===== src/rtl/pipe_packet_fifo_pkg.sv =====
// Shared types and sizing helpers for the packet-aware pipe FIFO.
package pipe_packet_fifo_pkg;

    localparam int unsigned PIPE_WIDTH_DEFAULT = 32;
    localparam int unsigned PIPE_DEPTH_DEFAULT = 16;

    typedef enum logic {
        PIPE_CUT_THROUGH = 1'b0,
        PIPE_STORE_FWD   = 1'b1
    } pipe_mode_e;

    // Occupancy and packet counters must be able to hold the value DEPTH itself.
    function automatic int unsigned pipe_cnt_w(input int unsigned depth);
        return $clog2(depth) + 1;
    endfunction

endpackage


===== src/rtl/pipe_packet_fifo_if.sv =====
// Producer (enq) and consumer (deq) handshake bundle of the packet FIFO.
interface pipe_packet_fifo_if
    import pipe_packet_fifo_pkg::*;
#(
    parameter int WIDTH = PIPE_WIDTH_DEFAULT
);
    // Handshake: a beat moves only on a cycle where ENA and RDY are both high.
    // RDY depends on registered state only, and an ENA raised while RDY=0 is ignored.
    logic             enq__ENA;
    logic [WIDTH-1:0] enq__v;
    logic             enq__last;
    logic             enq__RDY;

    logic             deq__ENA;
    logic             deq__RDY;
    logic [WIDTH-1:0] first;
    logic             first__RDY;
    logic             last;
    logic             last__RDY;

    modport master (
        output enq__ENA, enq__v, enq__last, deq__ENA,
        input  enq__RDY, deq__RDY, first, first__RDY, last, last__RDY
    );

    modport slave (
        input  enq__ENA, enq__v, enq__last, deq__ENA,
        output enq__RDY, deq__RDY, first, first__RDY, last, last__RDY
    );
endinterface


===== src/rtl/pipe_packet_fifo_ram.sv =====
// Beat storage: single write port, asynchronous read port, contents not reset.
module pipe_fifo_ram #(
    parameter int WIDTH = 33,
    parameter int DEPTH = 16,
    localparam int AW = $clog2(DEPTH)
) (
    input  logic             CLK,
    input  logic             we,
    input  logic [AW-1:0]    waddr,
    input  logic [WIDTH-1:0] wdata,
    input  logic [AW-1:0]    raddr,
    output logic [WIDTH-1:0] rdata
);
    logic [WIDTH-1:0] mem_q [DEPTH];

    always_ff @(posedge CLK) begin
        if (we) begin
            mem_q[waddr] <= wdata;
        end
    end

    assign rdata = mem_q[raddr];
endmodule


===== src/rtl/pipe_packet_fifo.sv =====
// Packet-aware FIFO with per-beat last tracking and cut-through or
// store-and-forward release, including a forced release for oversize packets.
module pipe_packet_fifo
    import pipe_packet_fifo_pkg::*;
#(
    parameter int WIDTH     = PIPE_WIDTH_DEFAULT,
    parameter int DEPTH     = PIPE_DEPTH_DEFAULT,
    parameter int STORE_FWD = 1
) (
    input  logic                         CLK,
    input  logic                         nRST,
    pipe_packet_fifo_if.slave            io,
    output logic [pipe_cnt_w(DEPTH)-1:0] pkt_count,
    output logic                         oversize,
    output logic                         dbg_release
);
    localparam int         AW   = $clog2(DEPTH);
    localparam int         CW   = pipe_cnt_w(DEPTH);
    localparam logic [CW-1:0] FULL = CW'(DEPTH);
    localparam pipe_mode_e MODE = (STORE_FWD != 0) ? PIPE_STORE_FWD : PIPE_CUT_THROUGH;

    typedef struct packed {
        logic [WIDTH-1:0] data;
        logic             last;
    } pipe_beat_t;

    logic [AW-1:0] wr_ptr_q, wr_ptr_d;
    logic [AW-1:0] rd_ptr_q, rd_ptr_d;
    logic [CW-1:0] count_q,  count_d;
    logic [CW-1:0] pkt_q,    pkt_d;
    logic          rel_q,    rel_d;
    logic          oversize_q, oversize_d;

    pipe_beat_t wr_beat;
    pipe_beat_t rd_beat;
    logic       enq_rdy, deq_rdy, occupied;
    logic       enq_fire, deq_fire;
    logic       pkt_inc, pkt_dec;
    logic       force_rel;

    assign wr_beat = '{data: io.enq__v, last: io.enq__last};

    pipe_fifo_ram #(
        .WIDTH (WIDTH + 1),
        .DEPTH (DEPTH)
    ) u_ram (
        .CLK   (CLK),
        .we    (enq_fire),
        .waddr (wr_ptr_q),
        .wdata (wr_beat),
        .raddr (rd_ptr_q),
        .rdata (rd_beat)
    );

    always_comb begin
        occupied  = (count_q != '0);
        enq_rdy   = (count_q != FULL);
        deq_rdy   = occupied && ((MODE == PIPE_CUT_THROUGH) || (pkt_q != '0) || rel_q);
        enq_fire  = io.enq__ENA && enq_rdy;
        deq_fire  = io.deq__ENA && deq_rdy;
        pkt_inc   = enq_fire && io.enq__last;
        pkt_dec   = deq_fire && rd_beat.last;
        // Full with no complete packet inside can never drain on its own.
        force_rel = (MODE == PIPE_STORE_FWD) && (count_q == FULL) && (pkt_q == '0);

        wr_ptr_d   = wr_ptr_q;
        rd_ptr_d   = rd_ptr_q;
        count_d    = count_q;
        pkt_d      = pkt_q;
        rel_d      = rel_q;
        oversize_d = oversize_q | force_rel;

        if (enq_fire) begin
            wr_ptr_d = wr_ptr_q + AW'(1);
        end
        if (deq_fire) begin
            rd_ptr_d = rd_ptr_q + AW'(1);
        end

        case ({enq_fire, deq_fire})
            2'b10:   count_d = count_q + CW'(1);
            2'b01:   count_d = count_q - CW'(1);
            default: count_d = count_q;
        endcase

        case ({pkt_inc, pkt_dec})
            2'b10:   pkt_d = pkt_q + CW'(1);
            2'b01:   pkt_d = pkt_q - CW'(1);
            default: pkt_d = pkt_q;
        endcase

        if (force_rel) begin
            rel_d = 1'b1;
        end else if (pkt_dec) begin
            rel_d = 1'b0;
        end
    end

    always_ff @(posedge CLK or negedge nRST) begin
        if (!nRST) begin
            wr_ptr_q   <= '0;
            rd_ptr_q   <= '0;
            count_q    <= '0;
            pkt_q      <= '0;
            rel_q      <= 1'b0;
            oversize_q <= 1'b0;
        end else begin
            wr_ptr_q   <= wr_ptr_d;
            rd_ptr_q   <= rd_ptr_d;
            count_q    <= count_d;
            pkt_q      <= pkt_d;
            rel_q      <= rel_d;
            oversize_q <= oversize_d;
        end
    end

    // Head outputs read as zero while empty so stale RAM contents never leak out.
    assign io.enq__RDY   = enq_rdy;
    assign io.deq__RDY   = deq_rdy;
    assign io.first__RDY = deq_rdy;
    assign io.last__RDY  = deq_rdy;
    assign io.first      = occupied ? rd_beat.data : '0;
    assign io.last       = occupied & rd_beat.last;

    assign pkt_count   = pkt_q;
    assign oversize    = oversize_q;
    assign dbg_release = rel_q;
endmodule


===== src/flat_wrapper.sv =====
// flat-port wrapper written by rule: the top's interface ports become plain ports
module pipe_packet_fifo_flat import pipe_packet_fifo_pkg::*;
#(
    parameter int WIDTH     = PIPE_WIDTH_DEFAULT,
    parameter int DEPTH     = PIPE_DEPTH_DEFAULT,
    parameter int STORE_FWD = 1
)
  (CLK, nRST, pkt_count, oversize, dbg_release, io_enq__ENA, io_enq__v, io_enq__last, io_deq__ENA, io_enq__RDY, io_deq__RDY, io_first, io_first__RDY, io_last, io_last__RDY);
  pipe_packet_fifo_if #(.WIDTH(WIDTH)) io_i ();
  input  logic CLK;
  input  logic nRST;
  output logic [pipe_cnt_w(DEPTH)-1:0] pkt_count;
  output logic oversize;
  output logic dbg_release;
  input wire logic [$bits(io_i.enq__ENA)-1:0] io_enq__ENA;
  input wire logic [$bits(io_i.enq__v)-1:0] io_enq__v;
  input wire logic [$bits(io_i.enq__last)-1:0] io_enq__last;
  input wire logic [$bits(io_i.deq__ENA)-1:0] io_deq__ENA;
  output wire logic [$bits(io_i.enq__RDY)-1:0] io_enq__RDY;
  output wire logic [$bits(io_i.deq__RDY)-1:0] io_deq__RDY;
  output wire logic [$bits(io_i.first)-1:0] io_first;
  output wire logic [$bits(io_i.first__RDY)-1:0] io_first__RDY;
  output wire logic [$bits(io_i.last)-1:0] io_last;
  output wire logic [$bits(io_i.last__RDY)-1:0] io_last__RDY;
  assign io_i.enq__ENA = io_enq__ENA;
  assign io_i.enq__v = io_enq__v;
  assign io_i.enq__last = io_enq__last;
  assign io_i.deq__ENA = io_deq__ENA;
  assign io_enq__RDY = io_i.enq__RDY;
  assign io_deq__RDY = io_i.deq__RDY;
  assign io_first = io_i.first;
  assign io_first__RDY = io_i.first__RDY;
  assign io_last = io_i.last;
  assign io_last__RDY = io_i.last__RDY;
  pipe_packet_fifo #(.WIDTH(WIDTH), .DEPTH(DEPTH), .STORE_FWD(STORE_FWD)) u_core (.CLK(CLK), .nRST(nRST), .io(io_i), .pkt_count(pkt_count), .oversize(oversize), .dbg_release(dbg_release));
endmodule

===== config.mk =====
export PLATFORM = sky130hd
export DESIGN_NAME = pipe_packet_fifo_flat
export DESIGN_NICKNAME = d
export VERILOG_FILES = /design/src/rtl/pipe_packet_fifo_pkg.sv /design/src/rtl/pipe_packet_fifo_if.sv /design/src/rtl/pipe_packet_fifo_ram.sv /design/src/rtl/pipe_packet_fifo.sv /design/src/flat_wrapper.sv
export SDC_FILE = /design/constraint.sdc
export NUM_CORES = 1
export LEC_CHECK = 0
export ABC_AREA = 1
export ABC_CLOCK_PERIOD_IN_PS = 6900
export CORE_ASPECT_RATIO = 0.9
export CORE_UTILIZATION = 55
export DETAILED_ROUTE_END_ITERATION = 8
export MAX_ROUTING_LAYER = met4
export PLACE_DENSITY_LB_ADDON = 0.2
export SYNTH_ARGS = -nofsm -noshare
export SYNTH_HDL_FRONTEND = slang
export SYNTH_SLANG_ARGS = --single-unit

===== constraint.sdc =====
create_clock -name CLK -period 6.9 [get_ports CLK]
set_clock_uncertainty 0.1 [all_clocks]
set_input_delay 1.725 -clock CLK [delete_from_list [all_inputs] [get_ports CLK]]
set_output_delay 1.725 -clock CLK [all_outputs]
set_load 0.05 [all_outputs]

Word level (Yosys, flattened, before mapping)
Memories as Yosys holds them, arrays and structs flattened.
Cells that the tools add are included.
Storage, ports and cells
  input bits: 37
  word-level logic and storage cells: 41
  memories kept: 1
  flip-flop bits (word level): 20
  RAM bits: 528
Memories
  u_core.u_ram.mem_q: words 16, width 33, read ports 1, clocked after memory_dff 0, wr ports 1, RTL line pipe_packet_fifo_ram.sv:14  | logic [WIDTH-1:0] mem_q [DEPTH];
Operators by class
  bitwise logic cells: 2
  reduce and logical (&&, ||, !) cells: 13
  add/subtract/negate cells: 6
  multiplexer cells: 7
  equal/unequal tests: 6
Operators with widths (count)
  2-to-1 mux 32 bit: 1
  case mux 5 bit (2 select lines): 2
  adder 5 x 1 -> 5 bit, second input constant: 2
  nonzero test 5 bit: 2
  subtractor 5 x 1 -> 5 bit, second input constant: 2
  adder 4 x 1 -> 4 bit, second input constant: 2
  logical AND 1 bit: 6
  nonzero test 2 bit: 3
  == test 5 bit, second input constant: 1
  logical NOT 5 bit: 1
  != test 5 bit, second input constant: 1
  == test 2 x 1 -> 1 bit, second input constant: 2
  == test 2 bit, second input constant: 2
  2-to-1 mux 1 bit: 4
  AND 1 bit: 1
  logical OR 1 bit: 1
  bitwise OR 1 bit: 1

Longest topological paths before layout
  word-level depth: 7
  mapped depth: 20
  gate-level depth less buffers: 18

Cells and area by module
From an unflattened synthesis, not the netlist that was laid out.
Unflattened totals
  cell total of the unflattened synthesis: 2372
  area total of the unflattened synthesis: 24101.9 sq um
By module, submodules not included
  pipe_fifo_ram: cells an instance 2152, seq. area each 15855.2 sq um, area each 22580.4 sq um, times used 1
  pipe_packet_fifo: cells an instance 220, seq. area each 500.5 sq um, area each 1521.5 sq um, times used 1

Least setup slack after synthesis
OpenSTA, ideal clock, no wires.
  kind: in2reg
  start: in io_enq__ENA
  end: mem u_core.u_ram.mem_q[11][0], enable pin
  path slack: 2.871 ns
  data required time: 6.377 ns
  path buffers: 0
  cell stages on the path: 4
  data arrival time: 3.506 ns
  path through: nand2_1 > inv_2 > nand2_1 > nor2_1
On the way
  cells in the longest elaborated chain, start to end: 3
RTL lines
  start, declared: RTL line flat_wrapper.sv:15  | input wire logic [$bits(io_i.enq__ENA)-1:0] io_enq__ENA;
  logical AND 1 bit: RTL line pipe_packet_fifo.sv:59  | enq_fire = io.enq__ENA && enq_rdy;
  2-to-1 mux 1 bit: RTL line pipe_packet_fifo_ram.sv:17  | if (we) begin
  2-to-1 mux 1 bit (implied by the code): RTL line pipe_packet_fifo_ram.sv:18  | mem_q[waddr] <= wdata;
  end, declared: RTL line pipe_packet_fifo_ram.sv:14
No other way between the ends.

Worst setup path in the final report
  start: reg u_core.rd_ptr_q[0]
  end: out io_first[27]
On the way
  cells in the longest elaborated chain, start to end: 2
RTL lines
  start, declared: RTL line pipe_packet_fifo.sv:28  | logic [AW-1:0] rd_ptr_q, rd_ptr_d;
  start signal, assigned: RTL line pipe_packet_fifo.sv:109  | rd_ptr_q <= rd_ptr_d;
  memory (16 x 33 bit)
  2-to-1 mux 32 bit: RTL line pipe_packet_fifo.sv:122  | assign io.first = occupied ? rd_beat.data : '0;
  end, declared: RTL line flat_wrapper.sv:21  | output wire logic [$bits(io_i.first)-1:0] io_first;
No other way between the ends.

==> results.txt <==
The part of the total power dissipated in sequential elements is 36.1%, and the final number of setup-violating endpoints is 0. At the end of the flow the core is filled with cells to 62.2%. Critical path start-end classification: flop to output pin. The die covers 0.0420 mm².

The nature of the critical path startpoint is a flop. By area the synthesized netlist is led by sky130_fd_sc_hd__edfxtp_1 70%, sky130_fd_sc_hd__nand2_1 12%, sky130_fd_sc_hd__nand3_1 9.0%. The internal portion of the total power is 6.86 mW. In the synthesized netlist the dominant register cell turns out to be sky130_fd_sc_hd__edfxtp_1. The run gives 1,948 as the number of nets produced by synthesis. The number of cells after detailed placement is 2,431, and the area added between synthesis and finish is 11.4%. Total detailed-routing wirelength: 53,800 µm. The switching power share of the total was 41.7%; the net switching power was 4.91 mW. The logs give 0.0227 mm² for the synthesized area and 0 for the remaining number of nets flagged by the antenna check after routing. The slew at the pin closest to its max-slew limit was 1220 ps. The standard cell core area came out at 0.0406 mm². The layout net count is 1,998.

The count of unique library cells instantiated by Yosys was 24. The worst-case IR drop observed on VDD is 298 µV. Pin placement for this block handled 81 I/O pins. The largest fanout on the critical path was 138; the overall die height was 195 µm. The power share of the clock group was 22.7%.

Via density per instance: 5.73. The first global-routing pass estimated 81,700 µm of wire. The total setup buffers inserted after CTS is 0, and the pre-CTS setup slack is 1560 ps. The worst path needs 6090 ps of the cycle, external delays included.

The pre-antenna-repair detailed-routing pass consisted of 5 iterations. After layout, the worst setup slack is 806 ps. The share of flip-flops with an asynchronous set or reset works out to 3.65%. The run gives 1,897 as the cell count after synthesis. Number of design-rule violations left by the first detailed-router iteration: 1,614. Placer's final routability congestion estimate: 0.773. In the finished design, the share of the clock period the worst path needs comes to 88.3%.

Buffers placed on the I/O ports in this run total 80. The total overflow left after global routing is 0. The antenna diode count was 0; the worst setup slack for register-to-register paths was 2800 ps. Leaving out fill and tap cells, the most frequent cells in the layout are 696 x sky130_fd_sc_hd__nand2_1, 528 x sky130_fd_sc_hd__edfxtp_1, 407 x sky130_fd_sc_hd__nand3_1.

Clock tree synthesis found a total of 548 sinks. Setup repair after global routing left no endpoint under its margin. The post-detailed-route DRC marker count is 0.

The largest single stage delay on the critical path is 840 ps. The clock passes through at most 3 buffers. At the worst endpoint, the arrival time is 4270 ps. The final total negative setup slack came out at 0 ps.

The share of the synthesized area in the top cell type works out to 69.9%. TritonCTS built the clock tree. Yosys mapped a number of flops with a built-in enable equal to 528. The CTS clock-pin slew for the worst setup and hold paths came out at 60 ps. For this design, the slowest cell found on the critical path is sky130_fd_sc_hd__clkdlybuf4s50_1. For this run, the register share of the synthesized area comes to 72.1%. The flow ran to the end, and the final reports show no timing, DRC or antenna violations. The total global routing track utilization came out at 26.6%. In the final routed layout, each cell accounts on average for 21.3 µm. Clock tree synthesis selected as its root buffer the cell sky130_fd_sc_hd__clkbuf_16. The signal on the critical path passes through inv_8 -> buf_4 -> nand2_1 -> nand3_1 -> nand3_1 -> nand2_1 -> nand2_1 -> a21oi_2 -> clkdlybuf4s50_1.

Via count of the first global-routing pass: 13,914. For the number of warnings printed during yosys synthesis, the log shows 0. In this run the worst hold path is classified as flop to flop. At the worst endpoint, the required time is 5080 ps. STA classifies the critical path endpoint as an output pin. The cell with the most instances on the worst path was sky130_fd_sc_hd__nand2_1. Across all layers, the routed design uses 14,492 vias.

The average cell area after synthesis was 12.0 µm². Once the clock tree was built, the resizer swapped 0 gates to a different size. For the effective utilization at floorplan, the log shows 55.8%.

For the total clock buffers created by CTS, the log shows 54. Entering global routing, the biggest net connects 139 pins. In this run the core area contains 70 standard-cell rows. At the later pin of the worst-skew pair, clock insertion delay measures 610 ps.

The ratio of cells with drive above 1 in the final layout was 7.00%. The share of total power dissipated in combinational logic is 41.2%. The final cell count without fillers was 2,527; the timing-limited maximum frequency was 164 MHz. From left edge to right edge, the die measures 216 µm.

The most common cell after layout, fill and taps aside was sky130_fd_sc_hd__nand2_1. The most area-hungry cell type in the Yosys netlist was sky130_fd_sc_hd__edfxtp_1. The static power due to leakage was 9.17 nW; the number of synthesized register bits was 548. The number of antenna violations at the first check in global routing is 0. The power per cell area came out at 466 mW/mm². The logs give 2 for the H-tree depth reported by CTS and 0 for the final number of hold-violating endpoints.

The number of pins with negative max-slew slack in the final report was 0. In this run the tightest slew margin relative to its limit is 18.4%. Detailed placement finished with a half-perimeter wire length of 27,000 µm.

The logs give 0 for the reported max-cap violation count and 0 for the number of hold buffers added after CTS.
flip-flops by register name (all words and copies together) (netlist names):
| register | cells |
|---|---|
| u_core.dbg_release | 1 |
| u_core.u_ram.mem_q | 528 |
| u_core.count_q | 5 |
| u_core.wr_ptr_q | 4 |
| u_core.oversize | 1 |
| u_core.pkt_count | 5 |
| u_core.rd_ptr_q | 4 |
synth_stat cells (all sizes together), types with 3 or more instances:
master and count:
inv 30, xnor2 3, clkbuf 15, xor2 11
edfxtp 528, dfrtp 20, nand4 5, o21ai 8
nand3 407, nor2 21, ha 13, buf 101
nand2 696, a21oi 36
cell families after synthesis:
family	synth area share [%]
AO/OA/AOI/OAI	1.29
XOR/XNOR	0.541
adder cells (fa/ha/maj)	0.806
buffers and inverters	4.23
flip-flops	72.1
AND/OR/NAND/NOR	21.0
metal layers:
layer | wire length, µm | vias to the layer above | global-route usage, %
met3 | 4760 | 87 | 4.29
met1 | 22400 | 7026 | 36.5
met4 | 1060 | 0 | 7.72
met2 | 25600 | 647 | 41.5
met5 | 0 | - | -
li1 | - | 6732 | -
worst max-delay path: cells and delay by family, from the launching register on:
| kind | cells | cell delay [ps] |
|---|---|---|
| compound gates | 1 | 220 |
| flops | 1 | 760 |
| simple gates | 5 | 450 |
| buf+inv | 3 | 2040 |
final timing paths:
path	from	endpoint	cells after the start
hold / removal	u_core.oversize	u_core.oversize	2
min in group asynchronous	nRST	u_core.oversize	1
hold reg to reg	u_core.oversize	u_core.oversize	2
setup reg to reg	u_core.rd_ptr_q[1]	u_core.pkt_count[4]	17
setup / recovery	u_core.rd_ptr_q[0]	io_first[27]	9
max in group asynchronous	nRST	u_core.rd_ptr_q[0]	1
layout make-up:
class,count,area (µm²)
multi-input combinational,1203,5480
clock inverter,33,194
tap,540,676
sequential,548,16400
timing repair buffer,110,1040
fill,3175,15400
inverter,30,123
clock buffer,63,1390
stage by stage:
stage          hold WS [ps]  power (mW)  area [µm²]
2_1_floorplan           367        7.85       22700
3_3_place_gp            353        9.06       23700
3_5_place_dp            370        9.14       23700
4_1_cts                 396        11.8       25300
5_1_grt                 424        12.4       25300
6_report                386        11.8       25300
power groups by stage:
| stage | combinational (mW) | sequential (mW) | clock [mW] |
|---|---|---|---|
| final | 4.85 | 4.25 | 2.67 |
| after global routing | 5.27 | 4.28 | 2.82 |
| after CTS | 4.86 | 4.25 | 2.70 |
| after detailed placement | 4.82 | 4.31 | 0 |
| after global placement | 4.76 | 4.30 | 0 |
| after floorplan | 3.61 | 4.25 | 0 |
No activity file was read; power rests on OpenSTA's default activity.
==> RTL change 1, RTL diff (same flow settings) <==
`pkt_q` no longer has a reset.
--- a/src/rtl/pipe_packet_fifo.sv
+++ b/src/rtl/pipe_packet_fifo.sv
@@ -101,17 +101,19 @@
             wr_ptr_q   <= '0;
             rd_ptr_q   <= '0;
             count_q    <= '0;
-            pkt_q      <= '0;
             rel_q      <= 1'b0;
             oversize_q <= 1'b0;
         end else begin
             wr_ptr_q   <= wr_ptr_d;
             rd_ptr_q   <= rd_ptr_d;
             count_q    <= count_d;
-            pkt_q      <= pkt_d;
             rel_q      <= rel_d;
             oversize_q <= oversize_d;
         end
+    end
+
+    always_ff @(posedge CLK) begin
+        pkt_q <= pkt_d;
     end
 
     // Head outputs read as zero while empty so stale RAM contents never leak out.
Check against the original RTL: not equivalent (Yosys sat finds a counterexample within 4 cycles, from zero or initial values and one cycle with nRST low).
==> RTL change 1 against the unedited design <==
Utilization is 0.35 points higher. Final area rose by 0.35%. Wire length down 0.49%. Clock power grew 8.2%. Sequential cell count unchanged. Worst setup slack gained 110 ps. Area after synthesis down 0.48%. Total power up 1.2%. Non-clock buffer count grew 2. Critical endpoint is now io_first[25].
==> RTL change 1: results (changes against the unedited design) <==
status: complete, no violations (unchanged)
dpl cell area: 23600 um^2 (was 23700 um^2)
Synth area leaders: edfxtp_1 71%, nand2_1 11%, nand3_1 8.9% (was edfxtp_1 70%, nand2_1 12%, nand3_1 9.0%)
arrival time worst endpoint: 4160 ps (was 4270 ps)
Total Routed Length: 53500 um (was 53800 um)
Sw Ratio: 40.5% (was 41.7%)
initial antenna violation count: 2 (was 0)
final worst hold slack: 388 ps (was 386 ps)
number of flops mapped to enable cells by yosys: 533 (was 528)
Largest stage delay, worst path: 860 ps (was 840 ps)
relative slew slack: 28.8% (was 18.4%)
critical path peak fanout: 143 (was 138)
sequential area share after synthesis: 72.6% (was 72.1%)
routability cong.: 0.782 (was 0.773)
largest net degree at the start of global routing: 216 (was 139)
maximum VDD drop: 0.000396 V (was 0.000298 V)
WL met3: 4000 um (was 4760 um)
Tot GR Track Use: 26.7% (was 26.6%)
first-pass GRT wire length: 81500 um (was 81700 um)
top cell types by occurrence after synthesis: 687 x nand2_1, 533 x edfxtp_1, 403 x nand3_1 (was 696 x nand2_1, 528 x edfxtp_1, 407 x nand3_1)
DRT met1 WL: 22800 um (was 22400 um)
HPWL Detailed: 27300 um (was 27000 um)
vias per inst: 5.73 (about the same)
Worst Hold Depth: 2 (unchanged)
Routed met2 length: 25600 um (about the same)
worst hold endpoint: u_core.oversize$_DFF_PN0_ (unchanged)
NumNets Final: 1984 (was 1998)
Post-Syn Nets: 1932 (was 1948)
RR Endpoint: u_core.pkt_count[4]$_DFFE_PP_ (was u_core.pkt_count[4]$_DFFE_PN0P_)
fraction of layout cells with a size suffix above 1: 6.58% (was 7.00%)
library cells used by synthesis: 23 (was 24)
R2R depth: 15 (was 17)
CTS buffer count: 54 (unchanged)
Leak: 0.00921 uW (was 0.00917 uW)
share of async-settable or async-resettable flops after synthesis: 2.74% (was 3.65%)
initial drt markers: 1652 (was 1614)
RTL change 1: cell type report:
type,instances,area (um^2)
flip-flops and latches,548,16400
fillers,3071,15200
multi-input cells,1189,5360
clock buffers,61,1400
repair buffers,112,1070
well taps,540,676
clock inverters,39,333
inverters,28,115
diodes,2,5.00
RTL change 1: metrics by stage:
step                total power, uW  cells
floorplan                      7770   1881
global placement               8980   2417
detailed placement             9070   2417
CTS                           11900   2517
global route                  12500   2519
finish                        11900   2519
RTL change 1: cell families (layout without fill, tap and decap cells):
logic type,after synthesis,after routing,share of synthesized area [%]
AOI/OAI and AO/OA,43,43,0.954
buffers and inverters,144,240,4.16
adders and majority gates,14,14,0.810
and+or+nand+nor,1117,1117,20.9
xor gates and xnor gates,15,15,0.582
DFF,548,548,72.6
other,0,2,0
RTL change 1: layer usage:
layer / GRT usage [%] / vias up
met1: 37.1 / 7063
met3: 4.08 / 85
met2: 40.7 / 587
met5: - / -
li1: - / 6692
met4: 8.54 / 0
RTL change 1: worst max path at each step:
stage,from,end,slack (ps),cells after the start
3_3_place_gp,u_core.rd_ptr_q[0]$_DFFE_PN0P_,io_first[0],1620,9
6_report,u_core.rd_ptr_q[0]$_DFFE_PN0P_,io_first[25],920,9
5_1_grt,u_core.rd_ptr_q[0]$_DFFE_PN0P_,io_first[0],750,9
2_1_floorplan,io_enq__ENA,u_core.u_ram.mem_q[11][0]$_DFFE_PP_,2870,4
4_1_cts,u_core.rd_ptr_q[0]$_DFFE_PN0P_,io_first[0],930,9
3_5_place_dp,u_core.rd_ptr_q[0]$_DFFE_PN0P_,io_first[0],1590,9
RTL change 1: power groups by stage:
| stage | combinational, uW | sequential (uW) | clock [uW] |
|---|---|---|---|
| 2_1_floorplan | 3500 | 4270 | 0 |
| 3_3_place_gp | 4660 | 4330 | 0 |
| 3_5_place_dp | 4730 | 4340 | 0 |
| 4_1_cts | 4760 | 4270 | 2920 |
| 5_1_grt | 5140 | 4310 | 3050 |
| 6_report | 4750 | 4270 | 2890 |
RTL change 1: critical path: cells and delay by family, from the launching register on:
kind | cells | cell delay (ps)
buffers and inverters | 3 | 2030
flip-flops | 1 | 730
AND/OR/NAND/NOR | 5 | 450
AO/OA/AOI/OAI | 1 | 270
==> RTL change 2, RTL diff (same settings) <==
Without the edit above. The package constant `PIPE_DEPTH_DEFAULT` goes from 16 to 32.
--- a/src/rtl/pipe_packet_fifo_pkg.sv
+++ b/src/rtl/pipe_packet_fifo_pkg.sv
@@ -2,7 +2,7 @@
 package pipe_packet_fifo_pkg;
 
     localparam int unsigned PIPE_WIDTH_DEFAULT = 32;
-    localparam int unsigned PIPE_DEPTH_DEFAULT = 16;
+    localparam int unsigned PIPE_DEPTH_DEFAULT = 32;
 
     typedef enum logic {
         PIPE_CUT_THROUGH = 1'b0,
Interface: changed (resized pkt_count); port bits go from 81 to 82. The function was not compared with the original's and may differ.
==> RTL change 2 against the unedited design <==
Synthesized cell count is 83% higher. Sequential cell count is 532 higher. Wire length is 120% higher. Final area is 93% higher. Area after synthesis is 91% higher. Sequential power is 89% higher. Total power is 87% higher. Worst setup slack worse by 380 ps. Largest cell class unchanged. Largest power group unchanged. Highest routed layer unchanged.
==> RTL change 2: results (changes against the unedited design) <==
status: complete, no violations (unchanged)
clock share of power: 26.4% (was 22.7%)
top cell types by occurrence after synthesis: 1056 x edfxtp_1, 765 x nor2_1, 445 x o21ai_0 (was 696 x nand2_1, 528 x edfxtp_1, 407 x nand3_1)
Port Buffer Count: 81 (was 80)
FF+latch count: 1080 (was 548)
largest net degree at the start of global routing: 128 (was 139)
Routed met2 length: 54500 um (was 25600 um)
post-synthesis cell area: 43400 um^2 (was 22700 um^2)
vias in the first global route: 27600 (was 13900)
Post-Synth Adder-Cell Area: 0.421% (was 0.806%)
FF/Latch Area: 32300 um^2 (was 16400 um^2)
non-clock buffer count: 158 (was 110)
Clk Latency, worst-skew pair: 670 ps (was 610 ps)
Tightest Pin Transition: 1280 ps (was 1220 ps)
HPWL Detailed: 64700 um (was 27000 um)
Comb. pwr: 8210 uW (was 4850 uW)
Largest stage delay, worst path: 870 ps (was 840 ps)
CTS buffer count: 106 (was 54)
sequential area share after synthesis: 74.4% (was 72.1%)
library cells used by synthesis: 29 (was 24)
inverter count: 51 (was 30)
# diodes: 3 (was 0)
critical path peak fanout: 46 (was 138)
number of flops mapped to enable cells by yosys: 1056 (was 528)
DRT met1 WL: 47800 um (was 22400 um)
# placed instances: 4451 (was 2431)
H-tree levels: 3 (was 2)
## RTL change 2: path summary, 6_finish.rpt
kind | startpoint | endpoint | slack [ps] | cells past startpoint
max | u_core.rd_ptr_q[2]$_DFFE_PN0P_ | io_first[28] | 430 | 9
min | u_core.oversize$_DFF_PN0_ | u_core.oversize$_DFF_PN0_ | 390 | 2
max reg2reg | u_core.rd_ptr_q[1]$_DFFE_PN0P_ | u_core.pkt_count[4]$_DFFE_PN0P_ | 2100 | 18
min reg2reg | u_core.oversize$_DFF_PN0_ | u_core.oversize$_DFF_PN0_ | 390 | 2
max in group asynchronous | nRST | u_core.rd_ptr_q[1]$_DFFE_PN0P_ | 5030 | 2
min in group asynchronous | nRST | u_core.rd_ptr_q[2]$_DFFE_PN0P_ | 1360 | 2
## RTL change 2: routing by layer
layer,vias up,global-route usage (%)
met5,-,-
met4,0,10.6
met3,286,5.94
met2,1765,46.1
met1,14200,43.0
li1,12600,-
